`src/rtl/seq_divide_arbiter.sv`:
```
// seq_divide_arbiter
// Shares one sequential divider between NumReq requesters. A round-robin
// arbiter picks one request per job. The block then runs the divider's
// start/finish handshake and returns the quotient, the remainder and the
// requester ID on a single valid/ready response channel.
//
// Optional feature (compile-time macro): SEQ_DIVIDE_ARB_DZ_BYPASS_EN
//   When this macro is defined, a request with a zero divisor does not use
//   the divider. It goes straight to the response with q = all ones, r = a
//   and dz = 1. When the macro is undefined, a zero divisor runs through the
//   divider like any other request, and dz is still reported.
//
// Ports:
//   clk_i, rst_i            clock (rising edge), synchronous active-high reset
//   req_valid_i/req_ready_o per-requester request handshake (ready one-hot or 0)
//   req_a_i, req_b_i        packed dividends/divisors, requester k at slice k
//   rsp_valid_o/rsp_ready_i response handshake
//   rsp_id_o, rsp_q_o,      served requester, quotient, remainder,
//   rsp_r_o, rsp_dz_o       divisor-was-zero flag
//   div_a_o, div_b_o,       operands and start pulse to the divider
//   div_start_o
//   div_q_i, div_r_i,       result and completion pulse from the divider
//   div_finish_i
//   busy_o                  high whenever a job is in flight (state != IDLE)

module seq_divide_arbiter #(
  parameter int NumReq = 4,
  parameter int WidthA = 32,
  parameter int WidthB = 32,
  localparam int WidthId = $clog2(NumReq)
) (
  input  logic                     clk_i,
  input  logic                     rst_i,
  input  logic [NumReq-1:0]        req_valid_i,
  output logic [NumReq-1:0]        req_ready_o,
  input  logic [NumReq*WidthA-1:0] req_a_i,
  input  logic [NumReq*WidthB-1:0] req_b_i,
  output logic                     rsp_valid_o,
  input  logic                     rsp_ready_i,
  output logic [WidthId-1:0]       rsp_id_o,
  output logic [WidthA-1:0]        rsp_q_o,
  output logic [WidthB-1:0]        rsp_r_o,
  output logic                     rsp_dz_o,
  output logic [WidthA-1:0]        div_a_o,
  output logic [WidthB-1:0]        div_b_o,
  output logic                     div_start_o,
  input  logic [WidthA-1:0]        div_q_i,
  input  logic [WidthB-1:0]        div_r_i,
  input  logic                     div_finish_i,
  output logic                     busy_o
);

  typedef enum logic [1:0] {
    S_IDLE,
    S_ISSUE,
    S_WAIT,
    S_RESP
  } state_e;

  state_e             state_q;
  state_e             state_d;
  logic [WidthId-1:0] ptr_q;
  logic [WidthId-1:0] cand;
  logic [WidthId-1:0] grant_idx;
  logic               grant_found;
  logic [NumReq-1:0]  grant_oh;
  logic [WidthA-1:0]  sel_a;
  logic [WidthB-1:0]  sel_b;
  logic               accept;

  logic [WidthA-1:0]  a_arr [NumReq];
  logic [WidthB-1:0]  b_arr [NumReq];

  // Modulo-NumReq add. The sum is reduced by hand because NumReq need not
  // be a power of two.
  function automatic logic [WidthId-1:0] wrap_add(input logic [WidthId-1:0] base,
                                                  input int off);
    int sum;
    sum = int'(base) + off;
    if (sum >= NumReq) sum = sum - NumReq;
    return WidthId'(sum);
  endfunction

  // Unpack the flat operand buses so the granted slice can be selected by index.
  for (genvar k = 0; k < NumReq; k++) begin : g_unpack
    assign a_arr[k] = req_a_i[k*WidthA +: WidthA];
    assign b_arr[k] = req_b_i[k*WidthB +: WidthB];
  end

  // Round-robin scan. Start at the pointer and wrap, taking the first valid
  // requester. The scan runs every cycle, but the result is used only in IDLE.
  always_comb begin
    grant_found = 1'b0;
    grant_idx   = '0;
    cand        = '0;
    for (int i = 0; i < NumReq; i++) begin
      cand = wrap_add(ptr_q, i);
      if (!grant_found && req_valid_i[cand]) begin
        grant_found = 1'b1;
        grant_idx   = cand;
      end
    end
  end

  assign grant_oh = NumReq'(1) << grant_idx;
  assign sel_a    = a_arr[grant_idx];
  assign sel_b    = b_arr[grant_idx];
  assign accept   = (state_q == S_IDLE) && grant_found;

  // Next state and combinational handshake outputs. Reset masks ready and
  // start in the same cycle, so nothing is accepted or launched while reset
  // is asserted.
  always_comb begin
    state_d     = state_q;
    req_ready_o = '0;
    div_start_o = 1'b0;
    rsp_valid_o = 1'b0;
    unique case (state_q)
      S_IDLE: begin
        if (grant_found) begin
          req_ready_o = grant_oh;
`ifdef SEQ_DIVIDE_ARB_DZ_BYPASS_EN
          state_d = (sel_b == '0) ? S_RESP : S_ISSUE;
`else
          state_d = S_ISSUE;
`endif
        end
      end
      S_ISSUE: begin
        div_start_o = 1'b1;
        state_d     = S_WAIT;
      end
      S_WAIT: begin
        if (div_finish_i) state_d = S_RESP;
      end
      S_RESP: begin
        rsp_valid_o = 1'b1;
        if (rsp_ready_i) state_d = S_IDLE;
      end
      default: state_d = S_IDLE;
    endcase
    if (rst_i) begin
      req_ready_o = '0;
      div_start_o = 1'b0;
      rsp_valid_o = 1'b0;
    end
  end

  assign busy_o = (state_q != S_IDLE);

  // State register and round-robin pointer. The pointer moves only on an
  // accepted request.
  always_ff @(posedge clk_i) begin
    if (rst_i) begin
      state_q <= S_IDLE;
      ptr_q   <= '0;
    end else begin
      state_q <= state_d;
      if (accept) ptr_q <= wrap_add(grant_idx, 1);
    end
  end

  // Operand, ID and result registers.
  // Operands are captured at accept and held until the next accept, which
  // keeps them stable while the divider works.
  // The divider result is taken only in WAIT, so a finish pulse left over
  // from an aborted job cannot leak into the response.
  always_ff @(posedge clk_i) begin
    if (rst_i) begin
      div_a_o  <= '0;
      div_b_o  <= '0;
      rsp_id_o <= '0;
      rsp_q_o  <= '0;
      rsp_r_o  <= '0;
      rsp_dz_o <= 1'b0;
    end else begin
      if (accept) begin
        div_a_o  <= sel_a;
        div_b_o  <= sel_b;
        rsp_id_o <= grant_idx;
        rsp_dz_o <= (sel_b == '0);
`ifdef SEQ_DIVIDE_ARB_DZ_BYPASS_EN
        if (sel_b == '0) begin
          rsp_q_o <= '1;
          rsp_r_o <= WidthB'(sel_a);
        end
`endif
      end
      if ((state_q == S_WAIT) && div_finish_i) begin
        rsp_q_o <= div_q_i;
        rsp_r_o <= div_r_i;
      end
    end
  end

endmodule
```
`config.mk`:
```
export PLATFORM = sky130hd
export DESIGN_NAME = seq_divide_arbiter
export DESIGN_NICKNAME = d
export VERILOG_FILES = /design/src/rtl/seq_divide_arbiter.sv
export SDC_FILE = /design/constraint.sdc
export NUM_CORES = 1
export LEC_CHECK = 0
export BUFFER_PORTS_ARGS = -buffer_cell sky130_fd_sc_hd__buf_2
export CAP_MARGIN = 20
export CORE_AREA = 2 2 183 185
export DETAILED_ROUTE_END_ITERATION = 7
export DIE_AREA = 0 0 185 187
export PLACE_DENSITY = 0.52
export SYNTH_ARGS = -nofsm -noshare
export SYNTH_HDL_FRONTEND = slang
export SYNTH_SLANG_ARGS = --single-unit
```
`constraint.sdc`:
```
create_clock -name clk_i -period 6.52 [get_ports clk_i]
set_clock_uncertainty 0.15 [all_clocks]
set_input_delay 0 -clock clk_i [delete_from_list [all_inputs] [get_ports clk_i]]
set_output_delay 0 -clock clk_i [all_outputs]
set_load 0.02 [all_outputs]
```
==> report_table.html <==
<table>
<tr><th>Metric</th><th>Value</th></tr>
<tr><th colspan="2">Global route</th></tr>
<tr><td>Maximum number of pins on one net before global-route repair</td><td>87</td></tr>
<tr><td>Number of antenna violations at the first check in global routing</td><td>0</td></tr>
<tr><td>Via count of the first global-routing pass</td><td>8738</td></tr>
<tr><td>Global-route wire length before repair</td><td>44.8 mm</td></tr>
<tr><td>All-layer global routing usage</td><td>0.165</td></tr>
<tr><td>Overall overflow remaining after global route</td><td>0</td></tr>
<tr><th colspan="2">Setup path</th></tr>
<tr><td>Class of the most critical setup path</td><td>flip-flop to flip-flop</td></tr>
<tr><td>Required time at the worst-slack endpoint</td><td>6.73 ns</td></tr>
<tr><td>Worst Setup End Kind</td><td>flip-flop</td></tr>
<tr><td>Startpoint types</td><td>flip-flop</td></tr>
<tr><td>Top fanout value on the critical path</td><td>70</td></tr>
<tr><td>Worst EP arrival</td><td>4.63 ns</td></tr>
<tr><th colspan="2">Place</th></tr>
<tr><td>Global placer's final weighted congestion</td><td>0.849</td></tr>
<tr><td>Port bufs</td><td>465</td></tr>
<tr><td>Placement Setup Slack</td><td>2.89 ns</td></tr>
<tr><td>Final HPWL from detailed placement</td><td>20.8 mm</td></tr>
<tr><th colspan="2">Timing</th></tr>
<tr><td>Worst slew margin relative to its limit</td><td>0.340</td></tr>
<tr><td>Highest attainable clock frequency</td><td>0.226 GHz</td></tr>
<tr><td>Unrepaired setup endpoints after global routing</td><td>no</td></tr>
<tr><td>Post-layout worst setup margin</td><td>2.10 ns</td></tr>
<tr><td>Worst-Margin Slew</td><td>around 0.99 ns</td></tr>
<tr><td>Count of pins over their slew limit</td><td>0</td></tr>
<tr><td>Hold Violations, Final</td><td>0</td></tr>
<tr><td>Tmin final</td><td>between 4 and 5 ns</td></tr>
<tr><td>Total setup violations reported at the end of the flow</td><td>0</td></tr>
<tr><td>Final TNS setup</td><td>0 ns</td></tr>
<tr><td>Final worst path period share</td><td>0.678</td></tr>
<tr><th colspan="2">Yosys</th></tr>
<tr><td>Number of enable flip-flop cells after synthesis</td><td>0</td></tr>
<tr><td>Nets in the synthesized netlist</td><td>about 1300</td></tr>
<tr><td>Post-synthesis cell area</td><td>0.00687 mm²</td></tr>
<tr><td>Proportion of synthesized flip-flops having asynchronous set or reset</td><td>0</td></tr>
<tr><td>Number of distinct standard cells referenced by the synthesized netlist</td><td>31</td></tr>
<tr><td>Cell count after synthesis</td><td>957</td></tr>
<tr><td>Mean area per synthesized cell</td><td>between 7 and 8 µm²</td></tr>
<tr><td>Most common flop cell mapped by yosys</td><td>sky130_fd_sc_hd__dfxtp_1</td></tr>
<tr><td>Share of synthesized area occupied by flip-flops and latches</td><td>0.393</td></tr>
<tr><td>Yosys Warn Count</td><td>0</td></tr>
<tr><td>Number of flip-flops and latches in the synthesized netlist</td><td>between 100 and 150</td></tr>
<tr><th colspan="2">Floorplan</th></tr>
<tr><td>Site Rows</td><td>67</td></tr>
<tr><td>Overall die area</td><td>between 0.03 and 0.04 mm²</td></tr>
<tr><td>Core footprint</td><td>~0.033 mm²</td></tr>
<tr><td>Initial Util</td><td>0.209</td></tr>
<tr><td>Boundary Pins</td><td>between 400 and 500</td></tr>
<tr><td>Die width</td><td>between 150 and 200 µm</td></tr>
<tr><td>Y dimension of the die</td><td>187 µm</td></tr>
<tr><th colspan="2">Hold path</th></tr>
<tr><td>Worst min path class</td><td>primary input to flip-flop</td></tr>
<tr><th colspan="2">Clock tree</th></tr>
<tr><td>Maximum clock insertion buffer count</td><td>2</td></tr>
<tr><td>Clock tree from TritonCTS</td><td>done</td></tr>
<tr><td>Post-CTS Setup Bufs</td><td>0</td></tr>
<tr><td>Clock latency of the later-clocked register in the worst-skew pair</td><td>0.41 ns</td></tr>
<tr><td>Worst-path clk slew</td><td>0.06 ns</td></tr>
<tr><td>Clk sinks</td><td>135</td></tr>
<tr><td>Number of cells upsized or downsized after cts</td><td>0</td></tr>
<tr><td>CTS Root Cell</td><td>sky130_fd_sc_hd__clkbuf_16</td></tr>
<tr><td>H-tree level count</td><td>4</td></tr>
<tr><td>Total clock buffers created by CTS</td><td>17</td></tr>
<tr><th colspan="2">Routing</th></tr>
<tr><td>Total number of vias</td><td>8946</td></tr>
<tr><td>Violation count after the first detailed-route iteration</td><td>330</td></tr>
<tr><td>DRC violation count after routing</td><td>0</td></tr>
<tr><td>Antenna violation net count after detailed routing</td><td>0</td></tr>
<tr><td>Average via count per standard cell</td><td>between 4 and 5</td></tr>
<tr><td>Wirelength per Cell</td><td>14.6 µm</td></tr>
<tr><td>First-pass detailed-route iteration total</td><td>5</td></tr>
<tr><td>Wire length after detailed routing</td><td>29.6 mm</td></tr>
<tr><th colspan="2">Finish</th></tr>
<tr><td>Number of nets at the end of the flow</td><td>1909</td></tr>
<tr><td>Sequential cell area</td><td>0.00270 mm²</td></tr>
<tr><td>P&amp;R area growth vs syn</td><td>75.4%</td></tr>
<tr><td>Fill cell count</td><td>3489</td></tr>
<tr><td>Total area of multi-input combinational cells</td><td>0.00379 mm²</td></tr>
<tr><td>Share of cells above drive strength 1</td><td>0.330</td></tr>
<tr><td>Number of inserted diodes</td><td>0</td></tr>
<tr><th colspan="2">Pwr</th></tr>
<tr><td>Max rail drop VDD</td><td>171 µV</td></tr>
<tr><td>Power density over the cells</td><td>363 mW/mm²</td></tr>
<tr><td>Lkg Pwr</td><td>0.00589 µW</td></tr>
<tr><th colspan="2">Status</th></tr>
<tr><td>Outcome</td><td>completed</td></tr>
<tr><th colspan="2">Run</th></tr>
<tr><td>Max Cap Violations</td><td>0</td></tr>
</table>
-- per-layer routing --
layer / routed length [µm] / global-route usage
met1: 12200 / 0.183
met2: 14400 / 0.293
met3: 2120 / 0.0446
met4: 915 / 0.0675
met5: 0 / 0
-- logic make-up (layout without fill, tap and decap cells) --
group | Yosys count | in the layout | synth area share
AO/OA/AOI/OAI | 218 | 218 | 0.186
adder cells (fa/ha/maj) | 9 | 9 | 0.0164
buffers and inverters | 87 | 715 | 0.0568
flip-flops | 135 | 135 | 0.393
multiplexers | 48 | 48 | 0.0707
AND/OR/NAND/NOR | 460 | 460 | 0.277
-- final timing paths --
kind | start | end | slack [ns] | cells past startpoint
setup / recovery | ptr_q[0] | div_a_o[24] | 2.10 | 12
setup reg to reg | ptr_q[0] | div_a_o[24] | 2.10 | 12
hold / removal | req_b_i[116] | div_b_o[20] | 0.04 | 5
hold reg to reg | rsp_r_o[18] | rsp_r_o[18] | 0.30 | 2
-- cells in the final DEF, fill, tap and decap left out, drive strengths merged, types with 2 or more instances in the layout --
| master | instances |
|---|---|
| nor2 | 49 |
| mux2i | 44 |
| a21oi | 163 |
| buf | 476 |
| dlygate4sd3 | 200 |
| nand4 | 2 |
| nor4 | 8 |
| nand2 | 351 |
| a22oi | 17 |
| a311oi | 32 |
| ha | 9 |
| nor2b | 6 |
| mux2 | 4 |
| clkinv | 9 |
| inv | 7 |
| and3 | 32 |
| and2 | 7 |
| a211oi | 2 |
| dfxtp | 135 |
| clkbuf | 20 |
| clkinvlp | 3 |
-- per-stage QoR --
step	util	power (µW)	hold WS, ns	cell area (µm²)	cells
after floorplan	-	2500	-0.0140	6870	957
after global placement	0.289	3120	0.0908	9490	1800
after detailed placement	0.289	3130	0.0949	9510	1801
after CTS	0.367	4420	0.000588	12000	2033
after global routing	0.367	4710	0.0656	12000	2033
final	0.367	4370	0.0391	12000	2033
-- power by group --
part,total [µW],switching (µW),internal [µW]
combinational,2340,1350,985
sequential,1140,109,1030
clock,889,385,504
total,4370,1850,2520
-- synth_stat cells, types with 4 or more instances --
library cell | number | area [µm²]
sky130_fd_sc_hd__nand2_1 | 351 | 1320
sky130_fd_sc_hd__a21oi_1 | 163 | 816
sky130_fd_sc_hd__dfxtp_1 | 135 | 2700
sky130_fd_sc_hd__clkbuf_1 | 58 | 218
sky130_fd_sc_hd__nor2_1 | 49 | 184
sky130_fd_sc_hd__mux2i_1 | 44 | 440
sky130_fd_sc_hd__a311oi_1 | 32 | 280
sky130_fd_sc_hd__and3_1 | 32 | 200
sky130_fd_sc_hd__a22oi_1 | 17 | 128
sky130_fd_sc_hd__buf_2 | 15 | 75.1
sky130_fd_sc_hd__ha_1 | 9 | 113
sky130_fd_sc_hd__and2_1 | 7 | 43.8
sky130_fd_sc_hd__buf_6 | 6 | 67.6
sky130_fd_sc_hd__inv_1 | 6 | 22.5
sky130_fd_sc_hd__nor2b_1 | 6 | 37.5
sky130_fd_sc_hd__nor4_1 | 5 | 31.3
sky130_fd_sc_hd__mux2_2 | 4 | 45.0
-- timing repair --
item / in CTS / in global routing
hold buffers: 200 / 0
endpoints found under the setup margin: 0 / 0
endpoints found under the hold margin: 130 / 0
-- flip-flops by register name, summed over array words and instances, names as in the netlist --
name      cells
rsp_q_o      32
ptr_q         2
rsp_r_o      32
state_q       2
div_b_o      32
rsp_id_o      2
div_a_o      32
rsp_dz_o      1
-- cell type report --
type	instances	area share
Clock buffer	20	0.0379
Timing Repair Buffer	676	0.367
Inverter	7	0.00228
Multi-Input combinational cell	735	0.315
Clock inverter	12	0.00654
Sequential cell	135	0.224
Tap cell	448	0.0465
-- worst max-delay path: stages (launching register included) --
cell	delay, ns
sky130_fd_sc_hd__dfxtp_1	0.35
sky130_fd_sc_hd__nor2b_1	0.06
sky130_fd_sc_hd__or4b_1	0.51
sky130_fd_sc_hd__and2_4	0.31
sky130_fd_sc_hd__clkinv_2	0.36
sky130_fd_sc_hd__buf_4	0.68
sky130_fd_sc_hd__nand2_1	0.14
sky130_fd_sc_hd__and3_1	0.22
sky130_fd_sc_hd__a311oi_1	0.25
sky130_fd_sc_hd__dlygate4sd3_1	0.60
sky130_fd_sc_hd__a21oi_1	0.05
sky130_fd_sc_hd__nor2_1	0.10
sky130_fd_sc_hd__dlygate4sd3_1	0.54
Power figures use the tool's default switching activity.
